<file path="src/rtl/eth_pkg.sv">
// eth_pkg: constants, FSM state encoding and the output word type shared by
// the Ethernet receive deframer and the transmit framer.
package eth_pkg;

  localparam logic [7:0]  ETH_PREAMBLE_BYTE = 8'h55;
  localparam logic [7:0]  ETH_SFD           = 8'hD5;
  localparam logic [15:0] ETH_TYPE_IPV4     = 16'h0800;
  localparam int          ETH_HDR_BYTES     = 14;   // dst(6) + src(6) + type(2)

  typedef enum logic [2:0] {
    ST_HUNT, ST_PRE, ST_DST, ST_SRC, ST_TYPE, ST_PAY, ST_DROP
  } eth_state_e;

  typedef struct packed {
    logic [31:0] data;
    logic [3:0]  keep;
    logic        last;
    logic        err;
  } eth_word_t;

  // MSB-first contiguous byte enables for n packed bytes (0..4).
  function automatic logic [3:0] keep_mask(input logic [2:0] n);
    case (n)
      3'd0:    return 4'b0000;
      3'd1:    return 4'b1000;
      3'd2:    return 4'b1100;
      3'd3:    return 4'b1110;
      default: return 4'b1111;
    endcase
  endfunction

endpackage

</file>
<file path="src/rtl/eth_rx_unpack.sv">
// eth_rx_unpack: 48-to-8 gearbox. Holds one MAC beat and presents it one byte
// per cycle, byte 0 ([47:40]) first.
//   mac_rx_*   : beat input; ready is high whenever the hold register is empty
//   byte_*     : byte presented to the parser, byte_final tags the frame's last byte
//   stall      : parser cannot consume the presented byte this cycle
module eth_rx_unpack (
  input  logic        clk,
  input  logic        rst,
  input  logic [47:0] mac_rx_data,
  input  logic        mac_rx_valid,
  input  logic        mac_rx_last,
  input  logic [2:0]  mac_rx_bytes,
  output logic        mac_rx_ready,
  output logic        byte_valid,
  output logic [7:0]  byte_data,
  output logic        byte_final,
  input  logic        stall
);

  logic [47:0] hold;
  logic [2:0]  idx, top_idx;
  logic        full, hold_last, end_beat, take;

  assign mac_rx_ready = !full && !rst;
  assign end_beat     = (idx == top_idx);
  assign take         = full && !stall;
  assign byte_valid   = full;
  assign byte_data    = hold[47:40];
  assign byte_final   = hold_last && end_beat;

  always_ff @(posedge clk) begin
    if (rst) begin
      hold      <= '0;
      idx       <= '0;
      top_idx   <= '0;
      full      <= 1'b0;
      hold_last <= 1'b0;
    end else if (mac_rx_valid && mac_rx_ready) begin
      hold      <= mac_rx_data;
      idx       <= '0;
      full      <= 1'b1;
      hold_last <= mac_rx_last;
      // out-of-range byte counts on a last beat are treated as a full beat
      top_idx   <= (mac_rx_last && mac_rx_bytes inside {[3'd1:3'd6]}) ?
                   mac_rx_bytes - 3'd1 : 3'd5;
    end else if (take) begin
      hold <= hold << 8;
      if (end_beat) full <= 1'b0;
      else          idx  <= idx + 3'd1;
    end
  end

endmodule

</file>
<file path="src/rtl/eth_rx_deframer.sv">
// eth_rx_deframer: receive Ethernet deframer. Validates preamble/SFD, dst MAC
// and EtherType, captures src MAC, and packs IPv4 payload into 32-bit words.
//   mac_rx_*     : 48-bit beat stream from the MAC
//   tcp_ip_rx_*  : payload words (data/keep/last/err) with valid/ready
//   rx_src_mac   : source MAC of the current/last accepted frame
//   rx_drop      : one-cycle pulse per discarded frame
// Build option ETH_RX_STATS_EN adds saturating stat_good/stat_drop counters.
module eth_rx_deframer
  import eth_pkg::*;
#(
  parameter logic [47:0] MAC_ADDR_LOCAL    = 48'h000A35000001,
  parameter int          MAX_PAYLOAD_BYTES = 1500
) (
  input  logic        clk,
  input  logic        rst,
  input  logic [47:0] mac_rx_data,
  input  logic        mac_rx_valid,
  input  logic        mac_rx_last,
  input  logic [2:0]  mac_rx_bytes,
  output logic        mac_rx_ready,
  output logic [31:0] tcp_ip_rx_data,
  output logic [3:0]  tcp_ip_rx_keep,
  output logic        tcp_ip_rx_last,
  output logic        tcp_ip_rx_err,
  output logic        tcp_ip_rx_valid,
  input  logic        tcp_ip_rx_ready,
  output logic [47:0] rx_src_mac,
  output logic        rx_drop
`ifdef ETH_RX_STATS_EN
  ,
  output logic [15:0] stat_good,
  output logic [15:0] stat_drop
`endif
);

  localparam logic [10:0] PAY_MAX   = 11'(MAX_PAYLOAD_BYTES);
  localparam logic [2:0]  TYPE_LAST = 3'(ETH_HDR_BYTES - 13);  // index of 2nd type byte

  eth_state_e  state, state_nxt;
  logic        b_valid, b_final, stall, take;
  logic [7:0]  b_data, type_hi;
  logic [2:0]  pre_cnt, pre_nxt, hdr_cnt, hdr_nxt, pk_n, pk_n_nxt;
  logic        dst_ok, dst_ok_nxt, dst_hit, sat;
  logic        drop_req, emit_req, pack_en, enter_pay;
  logic [47:0] dst_cmp, src_sh, src_mac;
  logic [10:0] pay_cnt;
  logic [31:0] pk_data, pk_data_nxt;
  eth_word_t   ow;
  logic        ovalid, drop;

  eth_rx_unpack u_unpack (
    .clk          (clk),
    .rst          (rst),
    .mac_rx_data  (mac_rx_data),
    .mac_rx_valid (mac_rx_valid),
    .mac_rx_last  (mac_rx_last),
    .mac_rx_bytes (mac_rx_bytes),
    .mac_rx_ready (mac_rx_ready),
    .byte_valid   (b_valid),
    .byte_data    (b_data),
    .byte_final   (b_final),
    .stall        (stall)
  );

  assign sat         = (pay_cnt == PAY_MAX);
  assign dst_hit     = (b_data == dst_cmp[47:40]);
  assign pk_data_nxt = pack_en ? (pk_data | ({b_data, 24'h0} >> (8 * pk_n))) : pk_data;
  assign pk_n_nxt    = pack_en ? pk_n + 3'd1 : pk_n;
  // Only a byte that would load the output register waits on a full one.
  assign stall       = ovalid && !tcp_ip_rx_ready && emit_req;
  assign take        = b_valid && !stall;

  always_comb begin
    state_nxt  = state;
    pre_nxt    = pre_cnt;
    hdr_nxt    = hdr_cnt;
    dst_ok_nxt = dst_ok;
    drop_req   = 1'b0;
    emit_req   = 1'b0;
    pack_en    = 1'b0;
    enter_pay  = 1'b0;
    case (state)
      ST_HUNT:
        if (b_final) drop_req = 1'b1;
        else if (b_data == ETH_PREAMBLE_BYTE) begin
          state_nxt = ST_PRE;
          pre_nxt   = 3'd1;
        end else state_nxt = ST_DROP;
      ST_PRE:
        if (b_final) begin
          drop_req  = 1'b1;
          state_nxt = ST_HUNT;
        end else if (b_data == ETH_PREAMBLE_BYTE && pre_cnt != 3'd7) pre_nxt = pre_cnt + 3'd1;
        else if (b_data == ETH_SFD) begin
          state_nxt  = ST_DST;
          hdr_nxt    = '0;
          dst_ok_nxt = 1'b1;
        end else state_nxt = ST_DROP;
      ST_DST:
        if (b_final) begin
          drop_req  = 1'b1;
          state_nxt = ST_HUNT;
        end else if (hdr_cnt == 3'd5) begin
          state_nxt = (dst_ok && dst_hit) ? ST_SRC : ST_DROP;
          hdr_nxt   = '0;
        end else begin
          hdr_nxt    = hdr_cnt + 3'd1;
          dst_ok_nxt = dst_ok && dst_hit;
        end
      ST_SRC:
        if (b_final) begin
          drop_req  = 1'b1;
          state_nxt = ST_HUNT;
        end else if (hdr_cnt == 3'd5) begin
          state_nxt = ST_TYPE;
          hdr_nxt   = '0;
        end else hdr_nxt = hdr_cnt + 3'd1;
      ST_TYPE:
        if (b_final) begin
          drop_req  = 1'b1;
          state_nxt = ST_HUNT;
        end else if (hdr_cnt != TYPE_LAST) hdr_nxt = hdr_cnt + 3'd1;
        else begin
          hdr_nxt = '0;
          if ({type_hi, b_data} == ETH_TYPE_IPV4) begin
            state_nxt = ST_PAY;
            enter_pay = 1'b1;
          end else state_nxt = ST_DROP;
        end
      ST_PAY: begin
        // past the limit bytes are discarded; the frame-final byte still
        // flushes whatever is packed (possibly nothing) with err set
        pack_en  = !sat;
        emit_req = b_final || (!sat && pk_n == 3'd3);
        if (b_final) state_nxt = ST_HUNT;
      end
      ST_DROP:
        if (b_final) begin
          drop_req  = 1'b1;
          state_nxt = ST_HUNT;
        end
      default: state_nxt = ST_HUNT;
    endcase
  end

  always_ff @(posedge clk) begin
    if (rst) state <= ST_HUNT;
    else if (take) state <= state_nxt;
  end

  always_ff @(posedge clk) begin
    if (rst) begin
      pre_cnt <= '0;
      hdr_cnt <= '0;
      dst_ok  <= 1'b0;
      dst_cmp <= '0;
      src_sh  <= '0;
      src_mac <= '0;
      type_hi <= '0;
      pay_cnt <= '0;
      pk_data <= '0;
      pk_n    <= '0;
    end else if (take) begin
      pre_cnt <= pre_nxt;
      hdr_cnt <= hdr_nxt;
      dst_ok  <= dst_ok_nxt;
      dst_cmp <= (state == ST_DST) ? dst_cmp << 8 : MAC_ADDR_LOCAL;
      if (state == ST_SRC)  src_sh  <= {src_sh[39:0], b_data};
      if (state == ST_TYPE) type_hi <= b_data;
      if (enter_pay) begin
        src_mac <= src_sh;
        pay_cnt <= '0;
        pk_data <= '0;
        pk_n    <= '0;
      end else if (state == ST_PAY) begin
        if (pack_en) pay_cnt <= pay_cnt + 11'd1;
        pk_data <= emit_req ? '0 : pk_data_nxt;
        pk_n    <= emit_req ? '0 : pk_n_nxt;
      end
    end
  end

  always_ff @(posedge clk) begin
    if (rst) begin
      ovalid <= 1'b0;
      ow     <= '0;
      drop   <= 1'b0;
    end else begin
      drop <= take && drop_req;
      if (take && emit_req) begin
        ovalid <= 1'b1;
        ow     <= '{data: pk_data_nxt, keep: keep_mask(pk_n_nxt), last: b_final, err: sat};
      end else if (ovalid && tcp_ip_rx_ready) ovalid <= 1'b0;
    end
  end

  assign tcp_ip_rx_valid = ovalid;
  assign tcp_ip_rx_data  = ow.data;
  assign tcp_ip_rx_keep  = ow.keep;
  assign tcp_ip_rx_last  = ow.last;
  assign tcp_ip_rx_err   = ow.err;
  assign rx_src_mac      = src_mac;
  assign rx_drop         = drop;

`ifdef ETH_RX_STATS_EN
  always_ff @(posedge clk) begin
    if (rst) begin
      stat_good <= '0;
      stat_drop <= '0;
    end else begin
      if (ovalid && tcp_ip_rx_ready && ow.last && stat_good != 16'hFFFF) stat_good <= stat_good + 16'd1;
      if (drop && stat_drop != 16'hFFFF) stat_drop <= stat_drop + 16'd1;
    end
  end
`endif

endmodule

</file>
<file path="config.mk">
export PLATFORM = sky130hd
export DESIGN_NAME = eth_rx_deframer
export DESIGN_NICKNAME = d
export VERILOG_FILES = /design/src/rtl/eth_pkg.sv /design/src/rtl/eth_rx_unpack.sv /design/src/rtl/eth_rx_deframer.sv
export SDC_FILE = /design/constraint.sdc
export NUM_CORES = 1
export LEC_CHECK = 0
export CORE_MARGIN = 2
export CORE_UTILIZATION = 40
export CTS_BUF_LIST = sky130_fd_sc_hd__clkbuf_4 sky130_fd_sc_hd__clkbuf_8
export DETAILED_ROUTE_END_ITERATION = 8
export GPL_TIMING_DRIVEN = 0
export HOLD_SLACK_MARGIN = 0.08
export PLACE_DENSITY_LB_ADDON = 0.08
export SLEW_MARGIN = 0
export SYNTH_ARGS = -nofsm -noshare
export SYNTH_HDL_FRONTEND = slang
export SYNTH_SLANG_ARGS = --single-unit
</file>
<file path="constraint.sdc">
create_clock -name clk -period 3.1 [get_ports clk]
set_clock_uncertainty 0.2 [all_clocks]
set_input_delay 0.775 -clock clk [delete_from_list [all_inputs] [get_ports clk]]
set_output_delay 0.775 -clock clk [all_outputs]
set_load 0.005 [all_outputs]
</file>
==> results.sh, run 1 <==
export IMPL_status="completed"
export IMPL_synth_compound_area_share=0.182
export IMPL_setup_violations=0
export IMPL_diodes=0
export IMPL_synthMuxAreaShare=0.00308
export IMPL_fin_nets=1568
export IMPL_synth_nets=1376
export IMPL_cts_buffers=44
export IMPL_async_flop_share=0
export IMPL_syn_inst=1310
export IMPL_finalCritPeriodShare=0.935
export IMPL_dr_pass1_iters=5
export IMPL_max_stage_delay_ns=0.97
export IMPL_grt_pass1_vias=9452
export IMPL_layout_drive_gt1_share=0.0885
export IMPL_total_leakage_power_uw=0.00456
export IMPL_busiest_layer="met2"
export IMPL_cts_root_buf="clkbuf_8"
export IMPL_synth_ff_type="dfxtp_1"
export IMPL_path_buf_inv=2
export IMPL_slew_limit_headroom=0.133
export IMPL_grt_ovfl_total=0
export IMPL_clk_latency_ns=0.55
export IMPL_cp_max_fo=9
export IMPL_power_density_mw_per_mm2=558
export IMPL_hold_viol=0
export IMPL_fp_coreArea_sq_mm=0.0260
export IMPL_worstPathCellList="inv_1 > ha_1 > nand3b_1 > o31ai_4 > nor4b_2 > and2_0 > buf_2 > a21oi_1 > nor2_1"
export IMPL_cts_tree="done"
export IMPL_yosysTopAreaCell="dfxtp_1"
export IMPL_ant_nets=0
export IMPL_tightest_slew_ns=1.29
export IMPL_wire_per_inst_um=16.6
export IMPL_synth_simple_area_share=0.246
export IMPL_maxCapViolCount=0
export IMPL_yosys_register_bits=262
export IMPL_die_height_um=167
export IMPL_yosys_area_top_type_share=0.496
export IMPL_clock_path_buffers=3
export IMPL_hold_path_class="reg -> reg"
export IMPL_place_inst=1788
export IMPL_ys_types=63
export IMPL_detail_route_iter0_violations=654
export IMPL_grt_antenna_before_repair=0
export IMPL_clkTransAtPathRegs_ns=0.06
export IMPL_crit_slowest_cell="nor4b_2"
export IMPL_rsz0062_at_grt="false"
export IMPL_design_area_sq_mm=0.0134
export IMPL_synth_top_family_by_area="simple AND/OR/NAND/NOR gates"
export IMPL_crit_required_ns=3.37
export IMPL_clkSinkCount=262
export IMPL_postPlaceCellArea_sq_mm=0.0124
export IMPL_viasPerCell=5.29
export IMPL_die_x_um=167
export IMPL_synth_xor_area_frac=0.0133
export IMPL_synth_area_per_cell_sq_um=8.07
export IMPL_grt_max_degree=12
export IMPL_fin_util=0.517
export IMPL_start_kind="flop"
export IMPL_grtUsageTotal=0.219
export IMPL_holdBufCountCts=0
export IMPL_initial_core_util=0.407
export IMPL_die_area_sq_mm=0.0277
export IMPL_drc=0
export IMPL_wl_um=31000
export IMPL_yosysSeqAreaShare=0.496
export IMPL_setup_worst_path_class="reg -> reg"
export IMPL_min_period_ns=2.90
export IMPL_synth_edf_count=0
export IMPL_synth_yosys_warnings=0
export IMPL_fin_cells=1872
export IMPL_use_met2=0.342
export IMPL_syn_to_final_growth_pct=27.2
export IMPL_critPathTopFamily="simple AND/OR/NAND/NOR gates"
export IMPL_ir_drop_mv=0.275
export IMPL_slew_violations=0
export IMPL_end_kind="flop"
export IMPL_grt_pass1_wl_um=49800
export IMPL_tns_ns=0
export IMPL_row_count=59
export IMPL_fmax_mhz=345
export IMPL_cts_htree_levels=2
export IMPL_synth_area_sq_mm=0.0106
export IMPL_use_met1=0.314
export IMPL_synthAdderAreaFrac=0.0118
export IMPL_synthTopCellsByArea="dfxtp_1 (50%), nand2_1 (11%), a21oi_1 (7.7%)"
export IMPL_io_pins=145
export IMPL_numPortBuffers=143
export IMPL_arrival_ns=3.17
export IMPL_grt_use_met3=0.0375
export IMPL_num_vias=9902
export IMPL_dp_hpwl_um=22000
export IMPL_gp_congestion=0.893
[where the power goes]
part	internal [uW]	leakage [uW]	switching (uW)
Clock	1910	0.000526	1390
Sequential	3440	0.00212	56.0
Combinational	262	0.00192	451
Total	5610	0.00456	1900
[sequential cells by signal, summed over array words and instances, names as in the netlist, 4 cells and up]
name / count
tcp_ip_rx_keep: 4
tcp_ip_rx_data: 32
dst_cmp: 6
pay_cnt: 11
type_hi: 8
rx_src_mac: 48
pk_data: 32
u_unpack.hold: 48
src_sh: 48
[Yosys cell counts (3+ instances only)]
cell	number
ha_1	10
inv_1	13
nor2_1	129
a21o_1	3
and3_1	4
nand4_1	8
dfxtp_1	262
nor4_1	5
clkbuf_1	66
xnor2_1	7
a221oi_1	4
nand2_1	323
or3_1	6
and2_1	5
nand3b_1	5
buf_4	6
a311oi_1	43
nand3_1	35
o21ai_0	14
nand2b_1	8
nor3_2	3
a21oi_1	163
xor2_1	9
o31ai_1	3
a211oi_1	41
or4_1	3
o211ai_1	5
nor3b_1	3
nor3_1	49
buf_1	8
buf_2	23
[layout by cell type, fill, tap and decap left out, drive strengths merged, types with 40 or more instances in the layout]
cell,count
dfxtp,262
nor2,129
nor3,52
nand2,323
buf,40
a211oi,42
clkbuf,142
a311oi,43
a21oi,163
clkdlybuf4s50,143
[worst register-to-register path, stage by stage, from the launching register on]
cell and delay [ns]:
dfxtp_1 0.41, inv_1 0.09, ha_1 0.20, nand3b_1 0.22
o31ai_4 0.13, nor4b_2 0.97, and2_0 0.23, buf_2 0.20
a21oi_1 0.09, nor2_1 0.12
[final timing paths]
check                           slack, ns  cells after the start                        start                           to
worst min-delay path                 0.25                      2  rx_src_mac[18]$_SDFFE_PP0P_  rx_src_mac[18]$_SDFFE_PP0P_
worst max-delay path                 0.20                      9      pay_cnt[0]$_SDFFE_PP0P_      pk_data[8]$_SDFFE_PP0P_
worst max register to register       0.20                      9      pay_cnt[0]$_SDFFE_PP0P_      pk_data[8]$_SDFFE_PP0P_
worst min register to register       0.25                      2  rx_src_mac[18]$_SDFFE_PP0P_  rx_src_mac[18]$_SDFFE_PP0P_
[what timing repair did]
action	4_1_cts	5_1_grt
hold endpoints to repair	0	0
setup buffers	0	3
pin swaps	0	2
setup endpoints to repair	1	44
resized for setup	1	5
[through the flow]
step	hold WS [ns]	worst slack (ns)	power [uW]
2_1_floorplan	0.231	0.641	4010
3_3_place_gp	0.239	-0.408	4270
3_5_place_dp	0.242	-0.443	4270
4_1_cts	0.250	0.0430	7560
5_1_grt	0.264	0.0156	7810
6_report	0.249	0.203	7510
[cell families (layout without fill, tap and decap cells)]
| family | Yosys count | count (layout) |
|---|---|---|
| XOR/XNOR | 16 | 16 |
| buffers and inverters | 118 | 345 |
| multiplexers | 3 | 3 |
| AO/OA/AOI/OAI | 300 | 300 |
| AND/OR/NAND/NOR | 601 | 601 |
| adder cells (fa/ha/maj) | 10 | 10 |
| flip-flops | 262 | 262 |
[layout make-up]
| cell class | count | area [sq um] |
|---|---|---|
| fillers | 2575 | 12500 |
| flip-flops and latches | 262 | 5250 |
| multi-input cells | 930 | 4840 |
| repair buffers | 146 | 1450 |
| clock buffers | 74 | 937 |
| plain buffers | 105 | 465 |
| well taps | 335 | 419 |
| inverters | 13 | 48.8 |
| clock inverters | 7 | 38.8 |
[metal layers]
metal  part of all wire  vias up
met5                  0        -
met4              0.017        0
met3              0.054       53
met2               0.44      285
met1               0.49     4641
li1                   -     4923
Power figures use the tool's default switching activity.
==> run 2, diff against run 1 <==
Settings changed: GPL_TIMING_DRIVEN 0 to default.
==> run 2 against run 1 <==
Clock power hardly changed. Critical path depth fell by 7. Cell count decreased by 3.8%. First-iteration DRC count is 0.92% higher. Critical path type is now reg -> out. Flip-flop and latch count is the same. Non-clock buffer count decreased by 67. Sequential share of layout area increased by 0.22 points.
==> results.sh, run 2 (synthesis gave the netlist of run 1 again) <==
export IMPL_fin_nets=1501
export IMPL_grt_pass1_vias=8878
export IMPL_setup_slack_ns=0.218
export IMPL_syn_to_final_growth_pct=26.5
export IMPL_cts_root_buf="clkbuf_8"
export IMPL_grtUsageTotal=0.200
export IMPL_clkSinkCount=262
export IMPL_cts_setup_buffers=0
export IMPL_dp_hpwl_um=17700
export IMPL_min_period_ns=2.88
export IMPL_postPlaceCellArea_sq_mm=0.0124
export IMPL_clk_latency_ns=0.56
export IMPL_clock_path_buffers=3
export IMPL_diodes=0
export IMPL_cp_max_fo=13
export IMPL_hold_viol=0
export IMPL_crit_required_ns=2.12
export IMPL_viasPerCell=5.27
export IMPL_arrival_ns=1.91
export IMPL_slew_limit_headroom=0.291
export IMPL_io_pins=145
export IMPL_layout_drive_gt1_share=0.0955
export IMPL_cts_resized_gates=0
export IMPL_power_uw=7490
export IMPL_slew_violations=0
export IMPL_finalCritPeriodShare=0.930
export IMPL_grt_pass1_wl_um=46700
export IMPL_design_area_sq_mm=0.0134
export IMPL_num_vias=9487
export IMPL_holdBufCountCts=0
export IMPL_clkTransAtPathRegs_ns=0.06
export IMPL_maxCapViolCount=0
export IMPL_total_leakage_power_uw=0.00456
export IMPL_drc=0
export IMPL_power_density_mw_per_mm2=560
export IMPL_rsz0062_at_grt="false"
export IMPL_grt_ovfl_total=0
export IMPL_place_inst=1724
export IMPL_grt_antenna_before_repair=0
export IMPL_numPortBuffers=144
export IMPL_wl_um=28200
export IMPL_fp_coreArea_sq_mm=0.0260
export IMPL_fin_cells=1801
export IMPL_hold_path_class="reg -> reg"
export IMPL_die_x_um=167
export IMPL_ir_drop_mv=0.318
export IMPL_layout_common_cells="nand2_1 (322), dfxtp_1 (262), a21oi_1 (163)"
export IMPL_fmax_mhz=347
export IMPL_final_common_cell="nand2_1"
export IMPL_wire_per_inst_um=15.6
export IMPL_status="completed"
export IMPL_ant_nets=0
export IMPL_cts_buffers=44
export IMPL_tightest_slew_ns=1.06
export IMPL_end_kind="output port"
export IMPL_initial_core_util=0.407
export IMPL_grt_max_degree=231
export IMPL_start_kind="flop"
export IMPL_detail_route_iter0_violations=660
export IMPL_cts_tree="done"
export IMPL_die_height_um=167
export IMPL_gp_congestion=0.810
export IMPL_setup_worst_path_class="reg -> out"
export IMPL_row_count=59
export IMPL_post_place_ws_ns=-0.0225
export IMPL_die_area_sq_mm=0.0277
export IMPL_cts_htree_levels=2
export IMPL_dr_pass1_iters=5
export IMPL_setup_violations=0
## run 2: path summary, 6_finish.rpt
kind,from,end,slack (ns),depth (start not counted)
worst max register to register,pay_cnt[0]$_SDFFE_PP0P_,u_unpack.hold[26]$_SDFFE_PP0P_,0.26,9
worst min register to register,rx_src_mac[33]$_SDFFE_PP0P_,rx_src_mac[33]$_SDFFE_PP0P_,0.25,2
worst min-delay path,rx_src_mac[33]$_SDFFE_PP0P_,rx_src_mac[33]$_SDFFE_PP0P_,0.25,2
worst max-delay path,u_unpack.byte_valid$_SDFFE_PP0P_,mac_rx_ready,0.22,2
## run 2: routing by layer
metal / up-vias / GRT usage / routed length (um)
li1: 4775 / - / -
met1: 4441 / 0.288 / 13800
met2: 225 / 0.308 / 12400
met3: 46 / 0.0366 / 1390
met4: 0 / 0.0536 / 579
met5: - / 0 / 0
## run 2: area by class of cell
class / instances / area (sq um)
Sequential cell: 262 / 5250
Timing Repair Buffer: 184 / 1860
Tap cell: 335 / 419
Inverter: 13 / 48.8
Multi-Input combinational cell: 930 / 4840
Clock inverter: 9 / 110
Fill cell: 2589 / 12600
Clock buffer: 68 / 848
## run 2: critical path, stage by stage (launching register included)
cell and delay [ns]:
dfxtp_1 0.47, nor2_1 0.34, clkdlybuf4s50_1 0.57
## run 2: through the flow
| step | TNS, ns | hold WS, ns | utilization |
|---|---|---|---|
| after floorplan | 0 | 0.231 | - |
| after global placement | 0 | 0.237 | 0.478 |
| after detailed placement | -0.101 | 0.243 | 0.478 |
| after CTS | 0 | 0.252 | 0.515 |
| after global routing | 0 | 0.267 | 0.515 |
| final | 0 | 0.248 | 0.515 |
## run 2: where the power goes
group	leakage (uW)	switching (uW)	internal [uW]
combinational	0.00192	425	277
clock	0.000512	1380	1910
sequential	0.00212	58.5	3440
total	0.00456	1860	5630
==> run 3, diff against run 2 <==
Settings changed: REMOVE_ABC_BUFFERS from default to 1, SKIP_LAST_GASP from default to 1.
==> run 3 against run 2 <==
Cell area increased by 0.43%. Non-clock buffer count increased by 6. Flip-flop and latch count unchanged. Highest routed layer unchanged. Die area unchanged. Critical path depth unchanged. Combinational power decreased by 0.9%. Cell count increased by 0.61%. Maximum frequency increased by 2.5%. Setup slack improved by 0.069 ns. Global-route usage decreased by 1.3 points. Register-to-register slack improved by 0.05 ns.
==> results.sh, run 3 (synthesis gave the netlist of run 1 again) <==
export IMPL_status="completed"
export IMPL_clock_path_buffers=3
export IMPL_fin_util=0.517
export IMPL_p_sw_frac=0.251
export IMPL_layout_common_cells="nand2_1 (321), dfxtp_1 (262), a21oi_1 (163)"
export IMPL_start_kind="flop"
export IMPL_grtUsageTotal=0.188
export IMPL_clkTransAtPathRegs_ns=0.06
export IMPL_fmax_mhz=355
export IMPL_gp_congestion=0.832
export IMPL_drc=0
export IMPL_cp_max_fo=13
export IMPL_internal_power_uw=5580
export IMPL_tightest_slew_ns=0.911
export IMPL_die_x_um=167
export IMPL_syn_to_final_growth_pct=27.0
export IMPL_cts_setup_buffers=0
export IMPL_clock_power_share=0.436
export IMPL_dp_hpwl_um=16900
export IMPL_combPwrFrac=0.094
export IMPL_detail_route_iter0_violations=760
export IMPL_die_height_um=167
export IMPL_grt_pass1_vias=8649
export IMPL_slew_violations=0
export IMPL_holdBufCountCts=0
export IMPL_end_kind="output port"
export IMPL_regArea_sq_mm=0.00525
export IMPL_clkSinkCount=262
export IMPL_diodes=0
export IMPL_clk_latency_ns=0.55
export IMPL_setup_worst_path_class="reg -> out"
export IMPL_numPortBuffers=144
export IMPL_fin_nets=1508
export IMPL_hold_path_class="reg -> reg"
export IMPL_arrival_ns=1.84
export IMPL_wl_um=26900
export IMPL_cts_resized_gates=0
export IMPL_setup_violations=0
export IMPL_n_fill_cell=2593
export IMPL_multiInputGateArea_sq_mm=0.00485
export IMPL_layout_drive_gt1_share=0.103
export IMPL_p_seq_frac=0.470
export IMPL_grt_ovfl_total=0
export IMPL_ir_drop_mv=0.280
export IMPL_final_common_cell="nand2_1"
export IMPL_slew_limit_headroom=0.387
export IMPL_die_area_sq_mm=0.0277
export IMPL_finalCritPeriodShare=0.908
export IMPL_grt_pass1_wl_um=43900
export IMPL_num_vias=9456
export IMPL_cts_htree_levels=2
export IMPL_crit_required_ns=2.12
export IMPL_row_count=59
export IMPL_setup_slack_ns=0.287
export IMPL_power_density_mw_per_mm2=555
export IMPL_cts_tree="done"
export IMPL_io_pins=145
export IMPL_switchingPower_uw=1870
export IMPL_grt_antenna_before_repair=0
export IMPL_wire_per_inst_um=14.8
export IMPL_rsz0062_at_grt="false"
export IMPL_fp_coreArea_sq_mm=0.0260
export IMPL_maxCapViolCount=0
export IMPL_dr_pass1_iters=5
export IMPL_cts_root_buf="clkbuf_8"
export IMPL_min_period_ns=2.81
export IMPL_cts_buffers=45
export IMPL_grt_max_degree=131
export IMPL_viasPerCell=5.22
export IMPL_total_leakage_power_uw=0.00458
export IMPL_hold_viol=0
export IMPL_post_place_ws_ns=-0.0403
export IMPL_ant_nets=0
export IMPL_initial_core_util=0.407
## run 3: cell count changes in the layout (fill, tap and decap cells not counted), moves of 2 or more
cell,before,now
buf_4,31,36
bufinv_16,2,0
clkbuf_4,14,21
clkinv_2,5,3
clkinvlp_4,0,2
## run 3: power groups by stage
stage	combinational [uW]	clock (uW)	sequential, uW
6_report	696	3250	3500
2_1_floorplan	345	0	3580
4_1_cts	698	3340	3500
3_5_place_dp	696	0	3570
5_1_grt	769	3490	3510
3_3_place_gp	696	0	3570
## run 3: per-stage QoR
step | cell area (sq um) | setup TNS, ns | cells | hold slack (ns) | power, uW
CTS | 13400 | 0 | 1812 | 0.250 | 7540
finish | 13400 | 0 | 1812 | 0.247 | 7450
floorplan | 10100 | -61.72 | 1205 | 0.225 | 3930
global placement | 12500 | 0 | 1730 | 0.238 | 4270
global route | 13400 | 0 | 1812 | 0.264 | 7760
detailed placement | 12500 | -0.258 | 1730 | 0.242 | 4270
## run 3: routing by layer
| metal | global-route usage | routed length [um] | up-vias |
|---|---|---|---|
| li1 | - | - | 4803 |
| met1 | 0.252 | 12900 | 4349 |
| met2 | 0.307 | 12100 | 252 |
| met3 | 0.0373 | 1390 | 52 |
| met4 | 0.0532 | 505 | 0 |
| met5 | 0 | 0 | - |
## run 3: final cells by class
cell class / count / area share
clock inverters: 6 / 0.00307
multi-input cells: 930 / 0.361
well taps: 335 / 0.0312
clock buffers: 76 / 0.0681
repair buffers: 190 / 0.142
flip-flops and latches: 262 / 0.391
inverters: 13 / 0.00363
## run 3: critical path, cell delays in order, from the launching register on
cell and delay [ns]:
dfxtp_1 0.64, nor2_1 0.16, clkdlybuf4s50_1 0.48
## run 3: path summary, 6_finish.rpt
kind	endpoint	slack [ns]	startpoint	cells past startpoint
setup / recovery	mac_rx_ready	0.29	u_unpack.byte_valid$_SDFFE_PP0P_	2
hold / removal	tcp_ip_rx_keep[0]$_SDFFE_PP0P_	0.25	tcp_ip_rx_keep[0]$_SDFFE_PP0P_	2
setup reg to reg	pk_data[28]$_SDFFE_PP0P_	0.31	pay_cnt[0]$_SDFFE_PP0P_	9
hold reg to reg	tcp_ip_rx_keep[0]$_SDFFE_PP0P_	0.25	tcp_ip_rx_keep[0]$_SDFFE_PP0P_	2
